**config.mk**
```make
export PLATFORM = sky130hd
export DESIGN_NAME = stage_if
export DESIGN_NICKNAME = d
export VERILOG_FILES = /design/src/rtl/stage_if_pkg.sv /design/src/rtl/stage_if_pipe.sv /design/src/rtl/stage_if.sv
export SDC_FILE = /design/constraint.sdc
export NUM_CORES = 1
export LEC_CHECK = 0
export CAP_MARGIN = 5
export CORE_AREA = 8 8 131 108
export DETAILED_ROUTE_END_ITERATION = 8
export DIE_AREA = 0 0 139 116
export PLACE_DENSITY_LB_ADDON = 0.3
export REMOVE_ABC_BUFFERS = 1
export SYNTH_ARGS = -nofsm -noshare
export SYNTH_HDL_FRONTEND = slang
export SYNTH_HIERARCHICAL = 1
export SYNTH_SLANG_ARGS = --single-unit
```
**constraint.sdc**
```tcl
create_clock -name clk -period 2.8 [get_ports clk]
set_clock_uncertainty 0.15 [all_clocks]
set_input_delay 0.56 -clock clk [delete_from_list [all_inputs] [get_ports clk]]
set_output_delay 0.56 -clock clk [all_outputs]
set_load 0.01 [all_outputs]
```
**src/rtl/stage_if_pkg.sv**
```systemverilog
// Shared CPU constants used by the instruction-fetch stage.
// Latency: n/a (constants and a pure helper function only).
// Backpressure: n/a.
package stage_if_pkg;

    // Address of the first instruction fetched after reset.
    localparam logic [31:0] RESET_PC_DEFAULT = 32'h1c000000;

    // Byte distance between sequential instructions.
    localparam logic [31:0] PC_INCR = 32'd4;

    // Sequential successor of a PC; the 32-bit add wraps naturally past 32'hfffffffc.
    function automatic logic [31:0] seq_pc(input logic [31:0] pc);
        return pc + PC_INCR;
    endfunction

endpackage

```
**src/rtl/stage_if_pipe.sv**
```systemverilog
// Generic pipeline-stage valid bit with the valid/allowin/validout handshake.
// Latency: valid updates on the rising edge after load_i.
// Backpressure: allowin_o drops while the stage is full and downstream cannot accept.
module stage_if_pipe (
    input  logic clk,
    input  logic rst,
    input  logic validin_i,
    input  logic readygo_i,
    input  logic allowout_i,
    input  logic load_i,
    output logic valid_o,
    output logic allowin_o,
    output logic validout_o
);

    logic valid_q;
    logic valid_d;

    assign allowin_o  = ~valid_q | (readygo_i & allowout_i);
    assign validout_o = valid_q & readygo_i;
    assign valid_o    = valid_q;

    // Next valid: take the upstream valid when loading, otherwise hold.
    always_comb begin
        valid_d = valid_q;
        if (load_i) begin
            valid_d = validin_i;
        end
    end

    // Valid register with synchronous reset.
    always_ff @(posedge clk) begin
        if (rst) begin
            valid_q <= 1'b0;
        end else begin
            valid_q <= valid_d;
        end
    end

endmodule

```
**src/rtl/stage_if.sv**
```systemverilog
// Instruction-fetch stage: drives the SRAM with nextpc and presents the fetched word to ID.
// Latency: one cycle from fetch request to validout; no bubble on handoff-plus-fetch.
// Backpressure: on allowout=0 the fetch stalls and the SRAM word is parked in inst_buf.
module stage_if
    import stage_if_pkg::*;
#(
    parameter logic [31:0] RESET_PC = RESET_PC_DEFAULT
) (
    input  logic        clk,
    input  logic        rst,
    input  logic        allowout,
    output logic        validout,
    output logic [31:0] output_pc,
    output logic [31:0] output_inst,
    input  logic        input_br_taken,
    input  logic [31:0] input_br_target,
    output logic        inst_sram_en,
    output logic [3:0]  inst_sram_we,
    output logic [31:0] inst_sram_addr,
    output logic [31:0] inst_sram_wdata,
    input  logic [31:0] inst_sram_rdata
);

    logic [31:0] pc_q;
    logic [31:0] pc_d;
    logic [31:0] inst_buf_q;
    logic [31:0] inst_buf_d;
    logic        buf_valid_q;
    logic        buf_valid_d;

    logic [31:0] nextpc;
    logic        valid;
    logic        pipe_allowin;
    logic        pipe_validout;
    logic        if_allowin;

    // A redirect overrides the sequential successor.
    assign nextpc = input_br_taken ? input_br_target : seq_pc(pc_q);

    // The handshake core never stalls on its own (readygo=1); the redirect
    // cancel is folded in here: it removes the downstream dependency and
    // forces a fetch so the target is requested in the redirect cycle.
    stage_if_pipe u_pipe (
        .clk        (clk),
        .rst        (rst),
        .validin_i  (1'b1),
        .readygo_i  (1'b1),
        .allowout_i (allowout & ~input_br_taken),
        .load_i     (inst_sram_en),
        .valid_o    (valid),
        .allowin_o  (pipe_allowin),
        .validout_o (pipe_validout)
    );

    assign if_allowin = pipe_allowin | input_br_taken;

    assign inst_sram_en    = if_allowin & ~rst;
    assign inst_sram_addr  = nextpc;
    assign inst_sram_we    = 4'b0000;
    assign inst_sram_wdata = 32'h0;

    // The IF slot is cancelled by a redirect; during reset the slot is
    // already being discarded, so nothing is offered to ID either.
    assign validout    = pipe_validout & ~input_br_taken & ~rst;
    assign output_pc   = pc_q;
    assign output_inst = buf_valid_q ? inst_buf_q : inst_sram_rdata;

    // Next PC and hold buffer: advance on fetch, park the SRAM word on a stall,
    // drop the parked word once it is handed off or cancelled.
    always_comb begin
        pc_d        = pc_q;
        inst_buf_d  = inst_buf_q;
        buf_valid_d = buf_valid_q;
        if (inst_sram_en) begin
            pc_d = nextpc;
        end
        if ((validout & allowout) | input_br_taken) begin
            buf_valid_d = 1'b0;
        end else if (valid & ~allowout & ~buf_valid_q) begin
            inst_buf_d  = inst_sram_rdata;
            buf_valid_d = 1'b1;
        end
    end

    // State registers; reset parks pc one slot before RESET_PC so the first
    // fetch after release requests RESET_PC through the normal increment.
    always_ff @(posedge clk) begin
        if (rst) begin
            pc_q        <= RESET_PC - PC_INCR;
            inst_buf_q  <= 32'h0;
            buf_valid_q <= 1'b0;
        end else begin
            pc_q        <= pc_d;
            inst_buf_q  <= inst_buf_d;
            buf_valid_q <= buf_valid_d;
        end
    end

endmodule

```
# Yosys cells after proc, flatten, opt, wreduce, memory -nomap -nowiden
# Cells that the tools add are included.
[totals] output_inout_bits=134 wordCells=25 regBits=66 input_bits=68
[classes] bitwise=16 addsub=1 mux=2 reduce_logical=2
[op_table] cell="32-bit 2-to-1 mux" count=2
[op_table] cell="32-bit by 3-bit adder with 32-bit output (second input constant)" count=1
[op_table] cell="1-bit bitwise AND" count=7
[op_table] cell="1-bit inverter" count=6
[op_table] cell="1-bit OR" count=3
[op_table] cell="2-bit AND reduction" count=1
[op_table] cell="2-bit OR reduction" count=1

# Logic depth before layout (Yosys ltp)
[depth] ltp_word=7 depth_mapped=11 ltp_nobuf=7

# Cells and area by module
# Netlist, hierarchy kept.
[modules_own_cells] module="stage_if" area_each_um2=4538.1 instances=1 cells_per_inst=592 seq_area_each_um2=1301.2
[modules_own_cells] module="stage_if_pipe" area_each_um2=47.5 instances=1 cells_per_inst=6 seq_area_each_um2=20.0

# Worst setup path before layout
# No wires, ideal clock.
[synth_timing] kind="input to output" startpoint="in input_br_taken" endpoint="out inst_sram_en" t_arrival_ns=2.151 cell_stages=9 required_ns=2.090 path_buffers=4 setup_slack_ns=-0.061 path_cell_list="clkbuf_1 -> clkbuf_1 -> buf_1 -> nor2b_1 -> nand2_1 -> nand2_1 -> clkbuf_1 -> nor2_1 -> nor2_1"
[synth_between] elab_chain_cells=5
[synth_lines] element="from (decl)" line="stage_if.sv:15" source="input logic input_br_taken,"
[synth_lines] element="1-bit inverter" line="stage_if.sv:48" source=".allowout_i (allowout & ~input_br_taken),"
[synth_lines] element="1-bit bitwise AND" line="stage_if.sv:48"
[synth_lines] element="1-bit OR" line="stage_if_pipe.sv:19" source="assign allowin_o = ~valid_q | (readygo_i & allowout_i);"
[synth_lines] element="net pipe_allowin" line="stage_if.sv:33" source="logic pipe_allowin;"
[synth_lines] element="1-bit OR" line="stage_if.sv:55" source="assign if_allowin = pipe_allowin | input_br_taken;"
[synth_lines] element="1-bit bitwise AND" line="stage_if.sv:57" source="assign inst_sram_en = if_allowin & ~rst;"
[synth_lines] element="to (decl)" line="stage_if.sv:17" source="output logic inst_sram_en,"
# The timed path passes the listed nets, and every way through them passes these cells.

# Worst setup path in the final report
[layout_timing] startpoint="reg pc_q[2] (netlist: output_pc[2])" endpoint="out inst_sram_addr[25]"
[layout_between] elab_chain_cells=2
[layout_lines] element="from (decl)" line="stage_if.sv:24" source="logic [31:0] pc_q;"
[layout_lines] element="from (signal assigned)" line="stage_if.sv:89" source="pc_q <= RESET_PC - PC_INCR;"
[layout_lines] element="from (signal assigned)" line="stage_if.sv:93" source="pc_q <= pc_d;"
[layout_lines] element="32-bit by 3-bit adder with 32-bit output" line="stage_if_pkg.sv:14" source="return pc + PC_INCR;"
[layout_lines] element="32-bit 2-to-1 mux" line="stage_if.sv:38" source="assign nextpc = input_br_taken ? input_br_target : seq_pc(pc_q);"
[layout_lines] element="to (decl)" line="stage_if.sv:19" source="output logic [31:0] inst_sram_addr,"
# No other way between the ends.

==> summary.md <==
| Metric | Value |
|---|---|
| GP Congestion | `0.896` |
| Seq/Total Area, Yosys | `28.8%` |
| Rows | `36` |
| Nets@finish | `923` |
| Global-route wire length before repair | `28300 µm` |
| Initial antenna violation count | `0` |
| Switching share of total power | `31.3%` |
| Seq pwr share | `28.3%` |
| Die footprint | `16100 µm²` |
| WHS Path Cells | `2` |
| Post-synth EDFFs | `0` |
| Critical Path Sink Type | `output pin` |
| DRC violations left | `0` |
| Area after DPL | `6980 µm²` |
| WP data arrival | `2170 ps` |
| R2R depth | `5` |
| Mapped Area | `4590 µm²` |
| Worst Setup SP | `output_pc[2]$_SDFFE_PP1P_` |
| Final WL | `19000 µm` |
| Crit start category | `register` |
| Flop2flop setup slack | `680 ps` |
| Slew of the pin with the lowest slew margin | `719 ps` |
| Post-route minimum period | `2880 ps` |
| Synth warn | `6` |
| Internal power | `0.00253 W` |
| CTS root buf | `clkbuf_16` |
| Via count | `5597` |
| Largest net degree at the start of global routing | `68` |
| Synth-to-Final Area Change | `67.1%` |
| CTS max path bufs | `2` |
| Clock Sinks | `66` |
| Worst Setup Path Type | `register to output pin` |
| First DRT Iteration DRCs | `471` |
| Critical Path RT | `2090 ps` |
| Diode count | `0` |
| Switching power | `0.00115 W` |
| Leakage power | `3.03 nW` |
| Hpwl dp | `13800 µm` |
| Worst flop-to-flop path endpoint | `output_pc[30]$_SDFFE_PP0P_` |
| GR Util All Layers | `21.9%` |
| Core box area | `12000 µm²` |
| Share of cells above drive strength 1 | `31.4%` |
| Detail Route Antenna Nets | `0` |
| Port bufs | `165` |
| Clock latency on the worst-skew pair | `350 ps` |
| GR Overflow Total | `0` |
| End point of the critical path | `inst_sram_addr[25]` |
| Drt wl/cell | `18.8 µm` |
| Peak supply drop | `0.276 mV` |
| Syn Area/Cell | `7.67 µm²` |
| Hold slack | `301 ps` |
| Die Y | `116 µm` |
| H-tree depth | `3` |
| Setup Viol. Count Final | `5` |
| Max Cap Viol | `0` |
| Top achievable clock speed | `0.348 GHz` |
| CP Max Fanout | `4` |
| Number of global-route vias before repair | `5399` |
| Min-delay worst type | `register to register` |
| Failing checks | `negative setup slack` |
| Starting Density | `38.3%` |
| Logic pwr share | `36.7%` |
| Final hold vios | `0` |
| Primary FF master, synth | `dfxtp_1` |
| CTS Buf Count | `9` |
| Outcome | `finished, violations left` |
| Pwr per Cell Area | `480 nW/µm²` |
| Clock share of power | `35.0%` |
| Slew Limit Fails | `0` |
| Synth cell types | `53` |
| Async S/R FF share, synth | `0%` |
| Unrepaired setup endpoints after global routing | `yes` |
| # hold bufs at CTS | `0` |
| Fin crit share | `103%` |
| CTS tree | `built` |
| Setup Slack @ Placement | `-238 ps` |
| Io pins | `202` |
| Finished Cell Area | `7660 µm²` |
| DR pass1 iterations | `7` |
| Vias per inst | `5.54` |
| Post-Syn Instances | `598` |
| Reg clk slew, reported paths | `60 ps` |
| Worst slew margin | `52.1%` |
| Seq cells post-synth | `66` |
| Final WS setup | `-77.4 ps` |
| Die X | `139 µm` |
| Worst r2r src | `output_pc[26]$_SDFFE_PP0P_` |
==> worst max-delay path, cell delays in order, from the launching register on <==
cell	delay (ps)
dfxtp_4	370
and4_4	240
nand4_1	180
buf_4	200
or4_1	490
a31oi_1	170
buf_2	160
==> metal layers <==
layer,vias up,GRT usage (%),part of all wire [%]
li1,2601,-,-
met1,2692,26.5,43
met2,265,36.6,48
met3,39,6.71,7.6
met4,0,7.08,2.1
met5,-,0,0
==> worst min path at each step <==
stage	start	end	slack (ps)
finish	inst_buf_q[12]$_SDFFE_PP0P_	inst_buf_q[12]$_SDFFE_PP0P_	300
global route	inst_buf_q[8]$_SDFFE_PP0P_	inst_buf_q[8]$_SDFFE_PP0P_	320
CTS	inst_buf_q[8]$_SDFFE_PP0P_	inst_buf_q[8]$_SDFFE_PP0P_	300
detailed placement	inst_buf_q[8]$_SDFFE_PP0P_	inst_buf_q[8]$_SDFFE_PP0P_	300
global placement	inst_buf_q[1]$_SDFFE_PP0P_	inst_buf_q[1]$_SDFFE_PP0P_	290
floorplan	inst_buf_q[0]$_SDFFE_PP0P_	inst_buf_q[0]$_SDFFE_PP0P_	280
==> area by class of cell <==
class,instances,area [µm²]
fill,1036,4320
multi-input combinational,477,3140
timing repair buffer,293,2590
sequential,66,1370
clock buffer,12,267
tap,152,190
clock inverter,4,72.6
inverter,7,26.3
==> placed cells by master (no fill, tap or decap), types with 6 or more instances in the layout <==
| cell type | Yosys | layout |
|---|---|---|
| dfxtp_2 | 0 | 16 |
| nand2b_1 | 9 | 9 |
| and4_1 | 11 | 9 |
| nand2_1 | 88 | 85 |
| clkbuf_2 | 0 | 6 |
| a21boi_0 | 8 | 6 |
| a311oi_1 | 13 | 13 |
| and2_1 | 9 | 8 |
| mux2_2 | 37 | 37 |
| clkdlybuf4s50_1 | 0 | 136 |
| buf_6 | 0 | 13 |
| buf_2 | 2 | 17 |
| dfxtp_4 | 0 | 7 |
| buf_4 | 36 | 111 |
| a21oi_1 | 42 | 42 |
| nor4_1 | 15 | 9 |
| nor2_1 | 34 | 32 |
| xnor2_1 | 12 | 12 |
| nand4_1 | 11 | 11 |
| nor2b_1 | 8 | 8 |
| clkbuf_16 | 0 | 9 |
| nor3_1 | 25 | 22 |
| and3_1 | 13 | 10 |
| o21ai_0 | 11 | 11 |
| nand3_1 | 18 | 14 |
| dfxtp_1 | 66 | 43 |
| a31oi_1 | 7 | 7 |
| xor2_1 | 7 | 7 |
| conb_1 | 2 | 39 |
| inv_1 | 6 | 6 |
==> timing repair <==
item | 4_1_cts | 5_1_grt
setup buffers | 7 | 12
pin swaps | 13 | 15
resized for setup | 124 | 55
endpoints found under the setup margin | 27 | 23
==> per-stage QoR <==
stage	total power (W)	cells	setup TNS, ps	utilization [%]
2_1_floorplan	0.00152	550	-3590	-
3_3_place_gp	0.00224	977	-1170	58.3
4_1_cts	0.00361	1000	-348	62.7
6_report	0.00368	1011	-221	63.9
5_1_grt	0.00384	1011	-761	63.9
3_5_place_dp	0.00226	977	-2500	58.3
==> power groups by stage <==
stage	registers, W	logic (W)	clock network, W
floorplan	0.00109	0.000436	0
global placement	0.00104	0.00120	0
detailed placement	0.00105	0.00121	0
CTS	0.00104	0.00126	0.00131
global route	0.00105	0.00143	0.00136
finish	0.00104	0.00135	0.00129
==> registers in the layout, summed over array words and instances, names as in the netlist <==
name and cells:
buf_valid_q 1, output_pc 32, u_pipe/valid_o 1, inst_buf_q 32
==> logic make-up (layout without fill, tap and decap cells) <==
family	after synthesis	count (layout)	share of synthesized area, %
AO/OA/AOI/OAI	118	118	17.4
adder cells (fa/ha/maj)	1	1	0.273
buffers and inverters	92	316	10.5
XOR/XNOR	19	19	3.63
multiplexers	38	38	9.30
AND/OR/NAND/NOR	262	262	29.9
other	2	39	0.164
flip-flops	66	66	28.8
==> synth_stat cells (5+ instances only) <==
cell | number | share of area, %
nor2_1 | 34 | 2.8
o21ai_0 | 11 | 1.2
nor4_1 | 15 | 2.0
xnor2_1 | 12 | 2.3
and2_1 | 9 | 1.2
inv_1 | 6 | 0.49
a311oi_1 | 13 | 2.5
a211oi_1 | 7 | 1.1
a31oi_1 | 7 | 0.95
nand3_1 | 18 | 2.0
buf_1 | 5 | 0.41
dfxtp_1 | 66 | 29
a21oi_1 | 42 | 4.6
nand4_1 | 11 | 1.5
and3_1 | 13 | 1.8
nor2b_1 | 8 | 1.1
a221oi_1 | 5 | 0.95
xor2_1 | 7 | 1.3
a21boi_0 | 8 | 1.3
buf_4 | 36 | 5.9
clkbuf_1 | 42 | 3.4
or3_1 | 6 | 0.82
a2111oi_0 | 5 | 0.95
and4_1 | 11 | 2.1
o31ai_1 | 5 | 0.82
mux2_2 | 37 | 9.1
nand2b_1 | 9 | 1.2
nor3_1 | 25 | 2.7
nand2_1 | 88 | 7.2
or4_1 | 5 | 0.82
(Power assumes the default switching activity.)
